<file path="src/rtl/multicycle_datapath_control_pkg.sv">
// Shared definitions for the multi-cycle datapath sequencer: MIPS opcodes,
// ALUOp encodings, controller states and an opcode legality helper.
package multicycle_datapath_control_pkg;

   localparam logic [5:0] OP_RTYPE = 6'h00;
   localparam logic [5:0] OP_LW    = 6'h23;
   localparam logic [5:0] OP_SW    = 6'h2B;
   localparam logic [5:0] OP_BEQ   = 6'h04;
   localparam logic [5:0] OP_ADDI  = 6'h08;

   localparam logic [1:0] ALUOP_ADD  = 2'b00;
   localparam logic [1:0] ALUOP_SUB  = 2'b01;
   localparam logic [1:0] ALUOP_FUNC = 2'b10;

   typedef enum logic [2:0] {
      IDLE   = 3'd0,
      DECODE = 3'd1,
      EXEC   = 3'd2,
      MEM    = 3'd3,
      WB     = 3'd4
   } state_e;

   // True for the five opcodes the datapath can execute.
   function automatic logic is_legal_op(input logic [5:0] op);
      return (op == OP_RTYPE) || (op == OP_LW) || (op == OP_SW) ||
             (op == OP_BEQ)   || (op == OP_ADDI);
   endfunction

endpackage

</file>
<file path="src/rtl/multicycle_datapath_control_mem_watchdog.sv">
// Memory-stall watchdog: counts MEM cycles spent waiting for mem_ready and
// flags the cycle in which the wait budget is used up.
module mem_watchdog #(
   parameter int MEM_TIMEOUT = 16
) (
   input  logic clock,
   input  logic reset_n,
   input  logic run,
   input  logic clear,
   output logic expired
);

   localparam int CNT_W = (MEM_TIMEOUT > 1) ? $clog2(MEM_TIMEOUT) : 1;
   localparam logic [CNT_W-1:0] LAST = CNT_W'(MEM_TIMEOUT - 1);

   logic [CNT_W-1:0] count_q;

   // Wait counter: cleared whenever the controller is not staying in MEM.
   always_ff @(posedge clock) begin
      // NOTE: sequential state uses non-blocking assignments so every flop
      // samples pre-edge values regardless of statement order.
      if (!reset_n) begin
         count_q <= '0;
      end else if (clear) begin
         count_q <= '0;
      end else if (run) begin
         count_q <= count_q + CNT_W'(1);
      end
   end

   assign expired = run && (count_q == LAST);

endmodule

</file>
<file path="src/rtl/multicycle_datapath_control.sv">
// Multi-cycle sequencer for the register-file / ALU / data-memory datapath.
// Accepts one instruction per valid/ready handshake and walks it through
// DECODE/EXEC/MEM/WB, driving the datapath controls as Moore outputs.
module multicycle_datapath_control
   import multicycle_datapath_control_pkg::*;
#(
   parameter int MEM_TIMEOUT = 16
) (
   input  logic        clock,
   input  logic        reset_n,
   input  logic        instr_valid,
   input  logic [31:0] instr,
   output logic        instr_ready,
   input  logic        mem_ready,
   input  logic        zero,
   output logic [4:0]  rs,
   output logic [4:0]  rt,
   output logic [4:0]  rd,
   output logic [15:0] immediate,
   output logic [5:0]  FuncCode,
   output logic        RegDst,
   output logic        ALUSrc,
   output logic [1:0]  ALUOp,
   output logic        MemRead,
   output logic        MemWrite,
   output logic        MemToReg,
   output logic        RegWrite,
   output logic        branch_taken,
   output logic        done,
   output logic        error
);

   state_e      state_q, state_d;
   logic [31:0] instr_q, instr_d;
   logic [5:0]  opcode;
   logic        accept;
   logic        is_r, is_lw, is_sw, is_beq, is_addi;
   logic        wd_run, wd_clear, wd_expired;

   assign opcode  = instr_q[31:26];
   assign is_r    = (opcode == OP_RTYPE);
   assign is_lw   = (opcode == OP_LW);
   assign is_sw   = (opcode == OP_SW);
   assign is_beq  = (opcode == OP_BEQ);
   assign is_addi = (opcode == OP_ADDI);

   assign instr_ready = (state_q == IDLE);
   assign accept      = instr_valid && instr_ready;
   assign instr_d     = accept ? instr : instr_q;

   // Field outputs always reflect the latched instruction.
   assign rs        = instr_q[25:21];
   assign rt        = instr_q[20:16];
   assign rd        = instr_q[15:11];
   assign immediate = instr_q[15:0];
   assign FuncCode  = instr_q[5:0];

   // The watchdog only runs while stalled in MEM and is cleared on any exit.
   assign wd_run   = (state_q == MEM) && !mem_ready;
   assign wd_clear = (state_d != MEM);

   mem_watchdog #(
      .MEM_TIMEOUT(MEM_TIMEOUT)
   ) u_mem_watchdog (
      .clock  (clock),
      .reset_n(reset_n),
      .run    (wd_run),
      .clear  (wd_clear),
      .expired(wd_expired)
   );

   // State and instruction registers.
   always_ff @(posedge clock) begin
      // NOTE: the instruction register is reset because its fields drive
      // outputs directly and must read 0 after reset.
      if (!reset_n) begin
         state_q <= IDLE;
         instr_q <= '0;
      end else begin
         state_q <= state_d;
         instr_q <= instr_d;
      end
   end

   // Next-state and Moore control decode; ALU selects are held from EXEC
   // through WB so the datapath muxes do not glitch between stages.
   always_comb begin
      // NOTE: every output gets a default first so no path leaves a value
      // unassigned, which would otherwise infer a latch.
      state_d      = state_q;
      RegDst       = 1'b0;
      ALUSrc       = 1'b0;
      ALUOp        = ALUOP_ADD;
      MemRead      = 1'b0;
      MemWrite     = 1'b0;
      MemToReg     = 1'b0;
      RegWrite     = 1'b0;
      branch_taken = 1'b0;
      done         = 1'b0;
      error        = 1'b0;

      unique case (state_q)
         IDLE: begin
            if (accept) state_d = DECODE;
         end

         DECODE: begin
            if (is_legal_op(opcode)) begin
               state_d = EXEC;
            end else begin
               state_d = IDLE;
               error   = 1'b1;
            end
         end

         EXEC: begin
            if (is_r) begin
               state_d = WB;
               RegDst  = 1'b1;
               ALUOp   = ALUOP_FUNC;
            end else if (is_addi) begin
               state_d = WB;
               ALUSrc  = 1'b1;
            end else if (is_lw || is_sw) begin
               state_d = MEM;
               ALUSrc  = 1'b1;
            end else begin
               state_d      = IDLE;
               ALUOp        = ALUOP_SUB;
               branch_taken = zero;
               done         = 1'b1;
            end
         end

         MEM: begin
            ALUSrc   = 1'b1;
            MemRead  = is_lw;
            MemWrite = is_sw;
            if (mem_ready) begin
               state_d = is_lw ? WB : IDLE;
               done    = is_sw;
            end else if (wd_expired) begin
               state_d = IDLE;
               error   = 1'b1;
            end
         end

         WB: begin
            state_d  = IDLE;
            RegWrite = 1'b1;
            done     = 1'b1;
            RegDst   = is_r;
            MemToReg = is_lw;
            ALUSrc   = is_lw || is_addi;
            ALUOp    = is_r ? ALUOP_FUNC : ALUOP_ADD;
         end

         default: state_d = IDLE;
      endcase
   end

endmodule

</file>
<file path="config.mk">
export PLATFORM = sky130hd
export DESIGN_NAME = multicycle_datapath_control
export DESIGN_NICKNAME = d
export VERILOG_FILES = /design/src/rtl/multicycle_datapath_control_pkg.sv /design/src/rtl/multicycle_datapath_control_mem_watchdog.sv /design/src/rtl/multicycle_datapath_control.sv
export SDC_FILE = /design/constraint.sdc
export NUM_CORES = 1
export LEC_CHECK = 0
export ABC_AREA = 1
export CAP_MARGIN = 20
export CELL_PAD_IN_SITES_DETAIL_PLACEMENT = 0
export CELL_PAD_IN_SITES_GLOBAL_PLACEMENT = 1
export CORE_MARGIN = 5
export CORE_UTILIZATION = 30
export CTS_CLUSTER_SIZE = 24
export DETAILED_ROUTE_END_ITERATION = 7
export DONT_BUFFER_PORTS = 1
export PLACE_DENSITY = 0.66
export SLEW_MARGIN = 40
export SYNTH_ARGS = -nofsm -noshare
export SYNTH_HDL_FRONTEND = slang
export SYNTH_SLANG_ARGS = --single-unit
</file>
<file path="constraint.sdc">
create_clock -name clock -period 1.7 [get_ports clock]
set_clock_uncertainty 0.1 [all_clocks]
set_input_delay 0.34 -clock clock [delete_from_list [all_inputs] [get_ports clock]]
set_output_delay 0.34 -clock clock [all_outputs]
set_load 0.005 [all_outputs]
</file>
# Word-level counts from Yosys, hierarchy flattened
# Cells that the tools add are included.
# W data, S select, Z words.
[totals]
ff_bits = 39
latchBits = 0
mem_bits_rw = 0
rom_bits = 0
inputBits = 37
wordCells = 65
mem_count = 0
[classes]
addsub = 1
mul = 0
div_mod_pow = 0
n_lt_le_gt_ge = 0
eq_ne = 10
shifts = 0
mux = 37
n_bitwise = 1
reduce_logical = 13
[ops]
columns = ["op", "count"]
rows = [
  ["$mux W1", 21],
  ["$mux W3", 6],
  ["$eq A6 B6 Y1 const B", 2],
  ["$pmux W3 S4", 1],
  ["$mux W2", 4],
  ["$eq A3 B2 Y1 const B", 2],
  ["$eq A6 B3 Y1 const B", 1],
  ["$eq A6 B4 Y1 const B", 1],
  ["$logic_not A6 Y1", 1],
  ["$logic_or A1 B1 Y1", 6],
  ["$pmux W1 S3", 2],
  ["$add A4 B1 Y4 const B", 1],
  ["$eq A4 B4 Y1 const B", 1],
  ["$pmux W1 S2", 2],
  ["$pmux W2 S2", 1],
  ["$eq A3 B1 Y1 const B", 1],
  ["$eq A3 B3 Y1 const B", 1],
  ["$logic_and A1 B1 Y1", 3],
  ["$logic_not A3 Y1", 1],
  ["$ne A3 B2 Y1 const B", 1],
  ["$reduce_or A2 Y1", 1],
  ["$logic_not A1 Y1", 1],
  ["$not A1 Y1", 1],
]

# Longest topological paths before layout
# Gate-level depths: netlist of the first run.
[logic_depth]
word_depth = 9
mapped_depth = 8
ltp_nobuf = 8

# Modules after synthesis
# A second synthesis of the first run with hierarchy kept.
[unflattened]
cells_unflattened = 275
hier_area_um2 = 2035.7
[by_module_without_submodules]
columns = ["module", "n_inst", "cells_each", "area_per_inst_um2", "seq_area_each_um2"]
rows = [
  ["multicycle_datapath_control", 1, 250, 1855.5, 700.7],
  ["mem_watchdog", 1, 25, 180.2, 80.1],
]

# Worst setup path after synthesis of the first run
# OpenSTA, ideal clock, no wires.
[synth_timing]
kind = "register -> output"
from = "register instr_q[27]"
to = "output port ALUSrc"
arrival_time_ns = 0.955
required_ns = 1.260
slack_ns = 0.305
stages_incl_launch_ff = 7
path_buffers = 0
path_cell_list = "dfxtp_1 inv_1 nor3_1 nand2_1 nand2_1 nand2_1 nand3_1"
[synth_between]
elab_chain_cells = 6
elab_cells_between_ends = 10
[synth_rtl]
columns = ["element", "line_no", "source"]
rows = [
  ["start, declared", "multicycle_datapath_control.sv:34", "logic [31:0] instr_q, instr_d;"],
  ["start signal, assigned", "multicycle_datapath_control.sv:81", "instr_q <= instr_d;"],
  ["$eq A6 B6 Y1 (on tied branches)", "multicycle_datapath_control.sv:42, multicycle_datapath_control.sv:43", ""],
  ["$logic_or A1 B1 Y1", "multicycle_datapath_control.sv:124", "end else if (is_lw || is_sw) begin"],
  ["$mux W1", "multicycle_datapath_control.sv:124", ""],
  ["$mux W1", "multicycle_datapath_control.sv:121", "end else if (is_addi) begin"],
  ["$mux W1", "multicycle_datapath_control.sv:117", "if (is_r) begin"],
  ["$pmux W1 S3 (*)", "multicycle_datapath_control.sv:102", "unique case (state_q)"],
  ["end, declared", "multicycle_datapath_control.sv:22", "output logic ALUSrc,"],
]
# Mark *: on every way between the ends. The rest lies on a longest branch, timed or not.

# Final worst setup path of the first run
[layout_timing]
from = "register instr_q[26]"
to = "output port ALUSrc"
# Same word-level chain as after synthesis.

==> results of run 1 <==
[registers in the layout (all words and copies together), names as in the netlist]
name                    count
state_q                     3
instr_q                    32
u_mem_watchdog.count_q      4
[synth_stat cells (all sizes together)]
cell | number | area share, %
ha | 1 | 0.63
o21ai | 1 | 0.25
dfxtp | 39 | 40
nor2 | 22 | 4.8
nand4 | 5 | 1.6
clkbuf | 3 | 0.57
nand3 | 12 | 3.0
a21oi | 38 | 9.7
xnor2 | 2 | 0.89
buf | 43 | 17
clkinv | 3 | 0.70
nand2 | 87 | 17
inv | 18 | 3.4
nor3 | 4 | 1.0
[final timing paths]
path               start          end  depth (start not counted)
max          instr_q[26]       ALUSrc                          6
min reg2reg  instr_q[22]  instr_q[22]                          2
max reg2reg   state_q[2]  instr_q[13]                          6
min            instr[27]  instr_q[27]                          2
[what timing repair did]
action,4_1_cts,5_1_grt
resized for setup,20,34
pin swaps,5,6
gates cloned,0,0
endpoints found under the setup margin,10,40
setup buffers,2,3
[layer usage]
layer  track usage (%)  part of all wire [%]  up-vias
met5                 0                     0        -
met4              3.67                   1.1        0
met3              4.79                   9.3        4
met2              16.3                    49       50
met1              11.2                    41      645
li1                  -                     -      779
[stage by stage]
stage | hold WS (ns) | instance area (sq um) | utilization, % | std cells | total power, mW
after floorplan | 0.345 | 1970 | - | 278 | 1.28
after global placement | 0.377 | 1760 | 27.5 | 313 | 1.24
after detailed placement | 0.382 | 1760 | 27.5 | 313 | 1.24
after CTS | 0.0713 | 1920 | 30.0 | 323 | 1.95
after global routing | 0.0626 | 2050 | 32.2 | 326 | 2.05
final | 0.0836 | 2050 | 32.2 | 326 | 1.92
[cell families after synthesis]
group,synth area share (%)
adders and majority gates,0.635
DFF,39.6
xor gates and xnor gates,0.889
and+or+nand+nor,27.7
buffers and inverters,21.3
AOI/OAI and AO/OA,9.90
[worst max-delay path, stage by stage, from the launching register on]
cell     delay (ns)
dfxtp_4        0.39
nand2_4        0.06
nor3_4         0.18
nand2_1        0.11
nand2_1        0.07
nand2_1        0.06
nand3_2        0.07
[power groups by stage]
stage                     logic (mW)  clock network (mW)  registers [mW]
after floorplan                0.257                   0            1.02
after global placement         0.194                   0            1.04
after detailed placement       0.198                   0            1.04
after CTS                      0.204               0.716            1.03
after global routing           0.257               0.759            1.04
final                          0.220               0.675            1.03
[cell type report]
type / count / share of cell area, %
flip-flops and latches: 39 / 39.4
clock buffers: 8 / 4.88
repair buffers: 9 / 3.29
multi-input cells: 172 / 43.6
well taps: 77 / 4.69
inverters: 21 / 4.14
==> impl_metrics.py, run 1 <==
metrics = {
    "floorplanning": {
        "initial_core_util_pct": 30.9,
        "die_h_um": 91.1,
        "die_w_um": 91.1,
        "rows": 29,
        "die_area_sq_um": 8290,
        "ios": 86,
        "coreArea_sq_um": 6390,
    },
    "yosys": {
        "yosys_warnings": 0,
        "syn-mean-instance-area_sq_um": 7.09,
        "synth_cell_types": 22,
        "ys_seq_area_share_pct": 39.6,
        "syn_nets": 316,
        "netlist_area_sq_um": 1970,
        "synth-seq-cells": 39,
        "netlist_instances": 278,
    },
    "routing": {
        "finalWirelength_um": 4310,
        "firstDrtPassIters": 4,
        "via_per_inst": 4.53,
        "vias": 1478,
        "drc": 0,
        "drtIter0Drc": 55,
        "ant_nets": 0,
        "wire_per_inst_um": 13.2,
    },
    "worst_setup_path": {
        "worst-r2r-setup-slack_ns": 0.23,
        "cp-end-kind": "output port",
        "crit_required_ns": 1.26,
        "crit_type": "reg -> out",
        "crit_arrival_ns": 1.23,
        "path_max_fanout": 4,
        "startpoint_type": "flip-flop",
    },
    "clock_tree": {
        "cts_max_level": 2,
        "cts_buffers": 5,
        "insertion_delay_ns": 0.28,
        "hold_buffers": 0,
        "clkTransAtPathRegs_ns": 0.07,
        "cts.sinks": 39,
        "cts_tree": "built",
        "root_buffer": "clkbuf_8",
        "clk_path_buf_depth": 2,
    },
    "timing": {
        "rsz0062_at_grt": "true",
        "tns_ns": 0,
        "hold_viol": 0,
        "fin_crit_sh_pct": 98.2,
        "max_slew_margin_pct": 79.1,
        "fin_crit_ns": 1.67,
        "setup_viol": 0,
        "slew_violations": 0,
        "worst_slew_pin_slew_ns": 0.313,
        "fmax_mhz": 599,
        "setup_ws_ns": 0.0300,
    },
    "power_and_ir_drop": {
        "seqPwrFrac_pct": 53.5,
        "p_leak_nw": 0.824,
        "p_switching_mw": 0.512,
        "p_int_mw": 1.41,
        "netSwitchingFraction_pct": 26.6,
        "peakVddDrop_mv": 0.354,
        "p_comb_share_pct": 11.5,
        "power.share.clock_pct": 35.1,
        "power_density_nw_per_um2": 937,
    },
    "global_route": {
        "antenna_found_initial": 0,
        "overflow": 0,
        "grt_pass1_vias": 1380,
        "grt_usage_pct": 9.95,
        "grt_max_degree": 33,
        "grt_pass1_wl_um": 6700,
    },
    "layout": {
        "n_antenna_cell": 0,
        "drive_gt1_share_pct": 23.7,
        "syn2layout_area_growth_pct": 4.19,
        "final_common_cell": "nand2_1",
        "multi_input_area_sq_um": 895,
        "layout.nets": 286,
        "final.fill_count": 704,
        "mostFrequentLayoutCells": "83 x nand2_1, 37 x a21oi_1, 30 x dfxtp_1",
        "regArea_sq_um": 810,
    },
    "placed_design": {
        "port_buffers": 0,
        "preCtsSetupSlack_ns": 0.0737,
        "gp_congestion": 0.764,
        "dp_hpwl_um": 3060,
    },
    "status": {
        "status": "finished, final reports clean",
    },
    "job": {
        "drv_cap": 0,
    },
    "worst_hold_path": {
        "hold_class": "in -> reg",
    },
}
Note: power is estimated with default switching activity, not from simulation.
==> run 2, diff against run 1 <==
- ABC_AREA: 1 -> unset
- PLACE_DENSITY: 0.66 -> 0.65
==> run 2 against run 1 <==
Effect of this change: area after synthesis rose by 2.8%; cell count fell by 3.7%; combinational power rose by 31%; critical endpoint unchanged; largest cell class unchanged; via count rose by 1.8%; flip-flop and latch count did not move; the run now ends with negative setup slack left.
==> impl_metrics.py, run 2 <==
metrics = {
    "timing": {
        "hold_viol": 0,
        "fin_crit_sh_pct": 114,
        "tns_ns": -2.04,
        "worst_slew_pin_slew_ns": 0.255,
        "fmax_mhz": 514,
        "setup_ws_ns": -0.246,
        "slew_violations": 0,
        "fin_crit_ns": 1.95,
        "max_slew_margin_pct": 82.8,
        "hold_slack_ns": 0.0704,
        "rsz0062_at_grt": "true",
        "setup_viol": 10,
    },
    "placed_design": {
        "place_inst": 294,
        "dp_hpwl_um": 3190,
        "port_buffers": 0,
        "preCtsSetupSlack_ns": -0.0877,
        "dpl_cell_area_sq_um": 1970,
        "gp_congestion": 0.846,
    },
    "yosys": {
        "yosysMostFrequentCell": "nand2_1",
        "ys_seq_area_share_pct": 38.5,
        "netlist_instances": 242,
        "async_flop_share_pct": 0,
        "synth-seq-cells": 39,
        "synthFlopType": "dfxtp_1",
        "yosys.area_share.adder_pct": 0.618,
        "synth_area_leaders": "dfxtp_1 39%, buf_4 14%, nand2_1 12%, a21boi_0 7.8%, a21boi_1 4.1%",
        "synth_top_family_by_area": "simple AND/OR/NAND/NOR gates",
        "synth_cell_types": 42,
        "synth_xor_area_share_pct": 0.432,
        "synth_compound_area_share_pct": 19.3,
        "synthSimpleGateAreaFrac_pct": 22.3,
        "yosys_warnings": 0,
        "syn_nets": 280,
        "syn-mean-instance-area_sq_um": 8.37,
        "yosysTopAreaCellShare_pct": 38.5,
        "ys_top_cells_by_count": "66 x nand2_1, 39 x dfxtp_1, 38 x buf_4, 21 x a21boi_0, 11 x a21boi_1",
        "synth_largest_area_cell": "dfxtp_1",
        "synth.area.mux_share_pct": 0.494,
        "netlist_area_sq_um": 2030,
        "synth_edf_count": 0,
    },
    "worst_hold_path": {
        "min_from": "instr[6]",
        "hold_class": "in -> reg",
    },
    "routing": {
        "ant_nets": 0,
        "wire_per_inst_um": 15.1,
        "vias": 1505,
        "drtIter0Drc": 49,
        "drc": 0,
        "firstDrtPassIters": 4,
        "via_per_inst": 4.79,
        "finalWirelength_um": 4760,
    },
    "power_and_ir_drop": {
        "p_leak_nw": 0.903,
        "p_int_mw": 1.69,
        "power.share.clock_pct": 41.4,
        "peakVddDrop_mv": 0.404,
        "netSwitchingFraction_pct": 24.0,
        "power_density_nw_per_um2": 953,
        "p_switching_mw": 0.534,
        "power_mw": 2.23,
        "p_comb_share_pct": 13.0,
        "seqPwrFrac_pct": 45.7,
    },
    "layout": {
        "final_area_sq_um": 2340,
        "layout.nets": 271,
        "top_register": "instr_q",
        "final_util_pct": 35.0,
        "fin_cells": 314,
        "syn2layout_area_growth_pct": 15.4,
        "n_antenna_cell": 0,
        "drive_gt1_share_pct": 30.3,
        "top_regs": "instr_q x32, u_mem_watchdog.count_q x4, state_q x3",
        "largest_reg_flops": 32,
        "mostFrequentLayoutCells": "66 x nand2_1, 33 x dfxtp_1, 28 x buf_4",
        "final_common_cell": "nand2_1",
    },
    "floorplanning": {
        "die_w_um": 92.2,
        "coreArea_sq_um": 6680,
        "die_h_um": 92.2,
        "ios": 86,
        "rows": 30,
        "die_area_sq_um": 8500,
        "initial_core_util_pct": 30.3,
    },
    "global_route": {
        "grt_pass1_vias": 1473,
        "overflow": 0,
        "grt_pass1_wl_um": 7320,
        "antenna_found_initial": 0,
        "grt_usage_pct": 10.8,
        "grt_max_degree": 35,
    },
    "clock_tree": {
        "cts.sinks": 39,
        "cts_tree": "built",
        "root_buffer": "clkbuf_8",
        "cts_max_level": 2,
        "cts_buffers": 5,
        "clk_path_buf_depth": 2,
        "insertion_delay_ns": 0.29,
        "clkTransAtPathRegs_ns": 0.08,
    },
    "worst_setup_path": {
        "crit_start": "state_q[2]",
        "crit_arrival_ns": 1.51,
        "cp-end-kind": "output port",
        "path_max_fanout": 5,
        "crit_required_ns": 1.26,
        "startpoint_type": "flip-flop",
        "r2r_start": "state_q[0]",
        "crit_type": "reg -> out",
    },
    "status": {
        "status": "finished, violations left",
        "violations": "negative setup slack",
    },
    "job": {
        "drv_cap": 0,
    },
}
==> run 2: cell count changes after synthesis, moves of 5 or more <==
cell / change
nand2_1: -18
nand4_1: -5
a21oi_1: -36
nor2_1: -18
a21boi_1: +11
nand3_1: -11
a21boi_0: +21
inv_1: -12
==> run 2: path summary, 6_finish.rpt <==
check	end	slack (ns)	cells after the start
hold reg to reg	instr_q[16]	0.37	2
setup / recovery	ALUSrc	-0.25	3
hold / removal	instr_q[6]	0.07	2
setup reg to reg	u_mem_watchdog.count_q[0]	0.04	4
==> run 2: cells by family after synthesis <==
group | Yosys count
buf+inv | 57
xor+xnor | 1
mux | 1
fa+ha+maj | 1
simple gates | 93
flops | 39
compound gates | 50
==> run 2: power groups by stage <==
stage	Sequential [mW]	Clock, mW	Combinational, mW
2_1_floorplan	1.02	0	0.254
3_3_place_gp	1.04	0	0.228
3_5_place_dp	1.04	0	0.231
4_1_cts	1.02	0.966	0.253
5_1_grt	1.03	1.01	0.323
6_report	1.02	0.922	0.289
==> run 2: layout make-up <==
| cell class | count | area, sq um |
|---|---|---|
| Timing Repair Buffer | 36 | 300 |
| Clock inverter | 2 | 60.1 |
| Fill cell | 716 | 4340 |
| Clock buffer | 6 | 72.6 |
| Tap cell | 80 | 100 |
| Sequential cell | 39 | 791 |
| Inverter | 5 | 18.8 |
| Multi-Input combinational cell | 146 | 995 |
==> run 2: timing repair <==
action | in CTS | in global routing
endpoints found under the setup margin | 12 | 30
setup buffers | 5 | 5
pin swaps | 5 | 15
gates cloned | 0 | 2
hold buffers | 0 | 0
hold endpoints to repair | 0 | 0
resized for setup | 18 | 23
==> run 2: worst max-delay path, stage by stage, from the launching register on <==
cell     delay [ns]
dfxtp_2        0.36
or3b_4         0.43
nor4_4         0.26
a211o_1        0.17
==> run 2: routing by layer <==
metal,track usage (%),vias up,wire [um]
met5,0,-,0
met4,5.20,0,73
met3,2.87,6,349
met2,17.9,59,2380
met1,12.9,684,1950
li1,-,756,-
